$ cat config.mk
export PLATFORM = sky130hd
export DESIGN_NAME = input_debouncer
export DESIGN_NICKNAME = d
export VERILOG_FILES = /design/src/rtl/input_debouncer.sv
export SDC_FILE = /design/constraint.sdc
export NUM_CORES = 1
export LEC_CHECK = 0
export ABC_AREA = 1
export CORE_ASPECT_RATIO = 1.5
export CORE_MARGIN = 2
export CORE_UTILIZATION = 55
export CTS_CLUSTER_DIAMETER = 150
export DETAILED_ROUTE_END_ITERATION = 16
export PLACE_DENSITY_LB_ADDON = 0.25
export SYNTH_ARGS = -nofsm -noshare
export SYNTH_HDL_FRONTEND = slang
export SYNTH_SLANG_ARGS = --single-unit
$ cat constraint.sdc
create_clock -name clk -period 2.5 [get_ports clk]
set_clock_uncertainty 0.15 [all_clocks]
set_input_delay 0.5 -clock clk [delete_from_list [all_inputs] [get_ports clk]]
set_output_delay 0.5 -clock clk [all_outputs]
set_load 0.03 [all_outputs]
$ cat src/rtl/input_debouncer.sv
// Purpose: two-flop synchronise and debounce a switch vector; publish it after it holds steady.
// Latency: STABLE_CYCLES+3 clocks from a steady new raw_in value to stable_out/changed.
// Backpressure: none; free-running, and every bounce seen by the synchroniser restarts the window.
// Optional feature: define DEBOUNCE_GLITCH_CNT_EN to build the saturating glitch_count register.
module input_debouncer #(
   parameter int          WIDTH         = 8,
   parameter int unsigned STABLE_CYCLES = 24'd100_000,
   parameter int          CNT_W         = 24
) (
   input  logic             clk,
   input  logic             reset,
   input  logic [WIDTH-1:0] raw_in,
   output logic [WIDTH-1:0] stable_out,
   output logic             changed,
   output logic             settling,
   output logic [7:0]       glitch_count
);

   localparam logic [CNT_W-1:0] CNT_LAST = CNT_W'(STABLE_CYCLES - 1);

   typedef enum logic {
      ST_STABLE = 1'b0,
      ST_SETTLE = 1'b1
   } state_t;

   state_t           state_q, state_d;
   logic [WIDTH-1:0] sync1_q, sync2_q;
   logic [WIDTH-1:0] cand_q, cand_d;
   logic [CNT_W-1:0] cnt_q, cnt_d;
   logic [WIDTH-1:0] stable_q, stable_d;
   logic             changed_q, changed_d;
`ifdef DEBOUNCE_GLITCH_CNT_EN
   logic             glitch_inc;
   logic [7:0]       glitch_q;
`endif

   // Synchroniser, FSM state, candidate, counter and published outputs.
   always_ff @(posedge clk) begin
      if (reset) begin
         sync1_q   <= '0;
         sync2_q   <= '0;
         state_q   <= ST_STABLE;
         cand_q    <= '0;
         cnt_q     <= '0;
         stable_q  <= '0;
         changed_q <= 1'b0;
      end else begin
         sync1_q   <= raw_in;
         sync2_q   <= sync1_q;
         state_q   <= state_d;
         cand_q    <= cand_d;
         cnt_q     <= cnt_d;
         stable_q  <= stable_d;
         changed_q <= changed_d;
      end
   end

   // Next-state: open a window on a difference, restart it on any bounce, publish when it expires.
   always_comb begin
      state_d   = state_q;
      cand_d    = cand_q;
      cnt_d     = cnt_q;
      stable_d  = stable_q;
      changed_d = 1'b0;
`ifdef DEBOUNCE_GLITCH_CNT_EN
      glitch_inc = 1'b0;
`endif
      case (state_q)
         ST_STABLE: begin
            if (sync2_q != stable_q) begin
               cand_d  = sync2_q;
               cnt_d   = '0;
               state_d = ST_SETTLE;
            end
         end
         ST_SETTLE: begin
            if (sync2_q != cand_q) begin
               cand_d = sync2_q;
               cnt_d  = '0;
`ifdef DEBOUNCE_GLITCH_CNT_EN
               glitch_inc = 1'b1;
`endif
            end else if (cnt_q == CNT_LAST) begin
               state_d = ST_STABLE;
               // A bounce back to the old value closes the window silently.
               if (cand_q != stable_q) begin
                  stable_d  = cand_q;
                  changed_d = 1'b1;
               end
            end else begin
               cnt_d = cnt_q + 1'b1;
            end
         end
         default: state_d = ST_STABLE;
      endcase
   end

`ifdef DEBOUNCE_GLITCH_CNT_EN
   // Saturating count of window restarts, cleared only by reset.
   always_ff @(posedge clk) begin
      if (reset) begin
         glitch_q <= 8'h00;
      end else if (glitch_inc && (glitch_q != 8'hFF)) begin
         glitch_q <= glitch_q + 8'h01;
      end
   end
   assign glitch_count = glitch_q;
`else
   assign glitch_count = 8'h00;
`endif

   assign stable_out = stable_q;
   assign changed    = changed_q;
   assign settling   = (state_q == ST_SETTLE);

endmodule
==> impl_metrics.env, run 1 <==
export IMPL_wirelength_um=8670
export IMPL_synth_top_area_share_pct=32.77
export IMPL_die_area_mm2=0.007114
export IMPL_io_pins=28
export IMPL_cp_num_buf_inv=1
export IMPL_start_kind="flop"
export IMPL_drc=0
export IMPL_max_clock_path_buffers=2
export IMPL_dr_pass1_iters=5
export IMPL_synth_area_leaders="dfxtp_1 33%, nand2_1 15%, nor2_1 13%"
export IMPL_cp_arrival_ns=1.51
export IMPL_grt_start_max_net_pins=35
export IMPL_antenna_left=0
export IMPL_yosys_warnings=0
export IMPL_finalSetupViolCount=0
export IMPL_ctsResizeCount=0
export IMPL_final_nets=599
export IMPL_grt_setup_unrepaired="no"
export IMPL_vdd_drop_max_mv=0.4660
export IMPL_layout_common_cells="143 x nand2_1, 127 x nor2_1, 77 x inv_1"
export IMPL_dieHeight_um=102.3
export IMPL_grt_overflow=0
export IMPL_die_w_um=69.54
export IMPL_critPathSlowestCell="clkdlybuf4s50_1"
export IMPL_hold_path_startpoint="sync1_q[7]$_SDFF_PP0_"
export IMPL_leakage_nw=1.754
export IMPL_ys_types=34
export IMPL_fp_coreArea_mm2=0.006175
export IMPL_hold_end="sync2_q[7]$_SDFF_PP0_"
export IMPL_critPathRequiredTime_ns=1.85
export IMPL_seq_area_frac_synth_pct=32.77
export IMPL_tns_ns=0
export IMPL_routedWlPerCell_um=13.00
export IMPL_maxSlewHeadroom_pct=59.50
export IMPL_power_density_mw_per_mm2=583.6
export IMPL_holdBufCountCts=0
export IMPL_grt_usage_pct=26.30
export IMPL_hold_ws_ns=0.2544
export IMPL_final_common_cell="nand2_1"
export IMPL_cts_sinks=58
export IMPL_crit_type="flop to output pin"
export IMPL_period_share_pct=86.35
export IMPL_min_path_type="flop to flop"
export IMPL_cts_setup_buffers=0
export IMPL_cap_violations=0
export IMPL_clk_pin_slew_worst_paths_ns=0.07
export IMPL_r2r_start="cnt_q[1]$_SDFFE_PP0P_"
export IMPL_area_delta_synth_final_pct=10.49
export IMPL_dp_hpwl_um=6636
export IMPL_clk_insertion_delay_late_ns=0.35
export IMPL_cts_inserted_buffers=9
export IMPL_finalHoldViolCount=0
export IMPL_reg2reg_to="stable_out[1]$_SDFFE_PP0P_"
export IMPL_status="finished clean"
export IMPL_power_mw=2.285
export IMPL_worstMarginPinSlew_ns=0.6042
export IMPL_synth_cells=568
export IMPL_portBuffers=19
export IMPL_min_path_cells=2
export IMPL_grt_first_pass_wirelength_um=14540
export IMPL_grt_pass1_vias=3327
export IMPL_num_antenna_cells=0
export IMPL_drt_iter0_markers=138
export IMPL_rows=35
export IMPL_gp_congestion=0.9483
export IMPL_via_per_inst=5.139
export IMPL_end_kind="output pin"
export IMPL_synth_avg_cell_area_um2=6.238
export IMPL_fmax_mhz=463.2
export IMPL_syn_area_mm2=0.003543
export IMPL_maxSlewViolCount=0
export IMPL_antenna_found_initial=0
export IMPL_rrSetupSlack_ns=0.39
export IMPL_layout_drive_gt1_share_pct=8.432
export IMPL_start_util_pct=57.39
export IMPL_vias=3428
export IMPL_tritoncts="built"
export IMPL_rr_worst_depth=10
export IMPL_critPathMaxStageDelay_ns=0.71
export IMPL_synth_top_area_cell="dfxtp_1"
export IMPL_min_period_ns=2.159
export IMPL_critPathTopFamily="buffers and inverters"
export IMPL_cts_htree_levels=3
export IMPL_clockRootBuffer="clkbuf_8"
export IMPL_cp_cell_sequence="clkdlybuf4s50_1"
export IMPL_path_max_fanout=5
export IMPL_synth_seq_cells=58
export IMPL_cp_startpoint="settling$_SDFF_PP0_"
## worst reg2reg max path: stages (launching register included)
cell	delay, ns
dfxtp_1	0.36
ha_1	0.19
nand2_1	0.08
inv_1	0.08
nand2_1	0.07
nor2_1	0.19
nand3_1	0.16
nor2_1	0.43
nand3_1	0.16
nand2_1	0.10
nor2_1	0.05
## cells by family (layout without fill, tap and decap cells)
family / Yosys count / in the layout / synth area share [%]
other: 1 / 8 / 0.1058
and+or+nand+nor: 362 / 362 / 45.34
AOI/OAI and AO/OA: 27 / 27 / 3.919
DFF: 58 / 58 / 32.77
adders and majority gates: 1 / 1 / 0.3531
buffers and inverters: 105 / 123 / 13.84
xor gates and xnor gates: 14 / 14 / 3.672
## state kept, by name, summed over array words and instances, names as in the netlist
name,count
sync2_q,8
cand_q,8
cnt_q,24
stable_out,8
changed,1
settling,1
sync1_q,8
## layout make-up
type	instances	area, um2
Sequential cell	58	1161
Multi-Input combinational cell	412	1918
Fill cell	601	2260
Tap cell	74	92.59
Timing Repair Buffer	24	227.7
Inverter	83	311.5
Clock inverter	6	66.31
Clock buffer	10	137.6
## cells in the mapped netlist (all sizes together)
cell type    n
buf         16
nor2       137
nand3       44
nand2      147
dfxtp       58
a21oi        9
nand4       12
ha           1
or2          1
o21ai       18
inv         83
clkbuf       6
xnor2        3
nor3        14
conb         1
xor2        11
nand3b       7
## worst max-delay path by stage
stage,to,slack (ns),cells past startpoint
6_report,settling,0.34,1
5_1_grt,stable_out[1]$_SDFFE_PP0P_,0.23,10
4_1_cts,settling,0.32,1
3_5_place_dp,stable_out[1]$_SDFFE_PP0P_,0.44,10
3_3_place_gp,stable_out[1]$_SDFFE_PP0P_,0.43,10
2_1_floorplan,cand_q[0]$_SDFFE_PP0P_,0.69,9
## routing by layer
metal / vias to the layer above / track usage, % / share of wire, %
met3: 32 / 4.339 / 3.6
met4: 0 / 17.35 / 4.3
li1: 1765 / - / -
met2: 92 / 51.63 / 55
met1: 1539 / 24.94 / 37
met5: - / 0 / 0
## metrics by stage
stage / area (um2) / utilization (%) / setup WS, ns / cells
after CTS: 3915 / 63.40 / 0.3245 / 667
final: 3915 / 63.40 / 0.3412 / 667
after floorplan: 3570 / - / 0.6932 / 575
after global placement: 3711 / 60.10 / 0.4294 / 651
after global routing: 3915 / 63.40 / 0.2314 / 667
after detailed placement: 3711 / 60.10 / 0.4403 / 651
## power by group
group          internal, mW  switching [mW]
clock                 0.486           0.398
combinational         0.136           0.261
sequential            0.961          0.0427
total                  1.58           0.701
No activity file was read; power rests on OpenSTA's default activity.
==> run 2: changes to the inputs <==
- CTS_CLUSTER_SIZE: not set -> 28
==> results of run 2 <==
The final DEF is identical to that of run 1; final timing and power are the same.
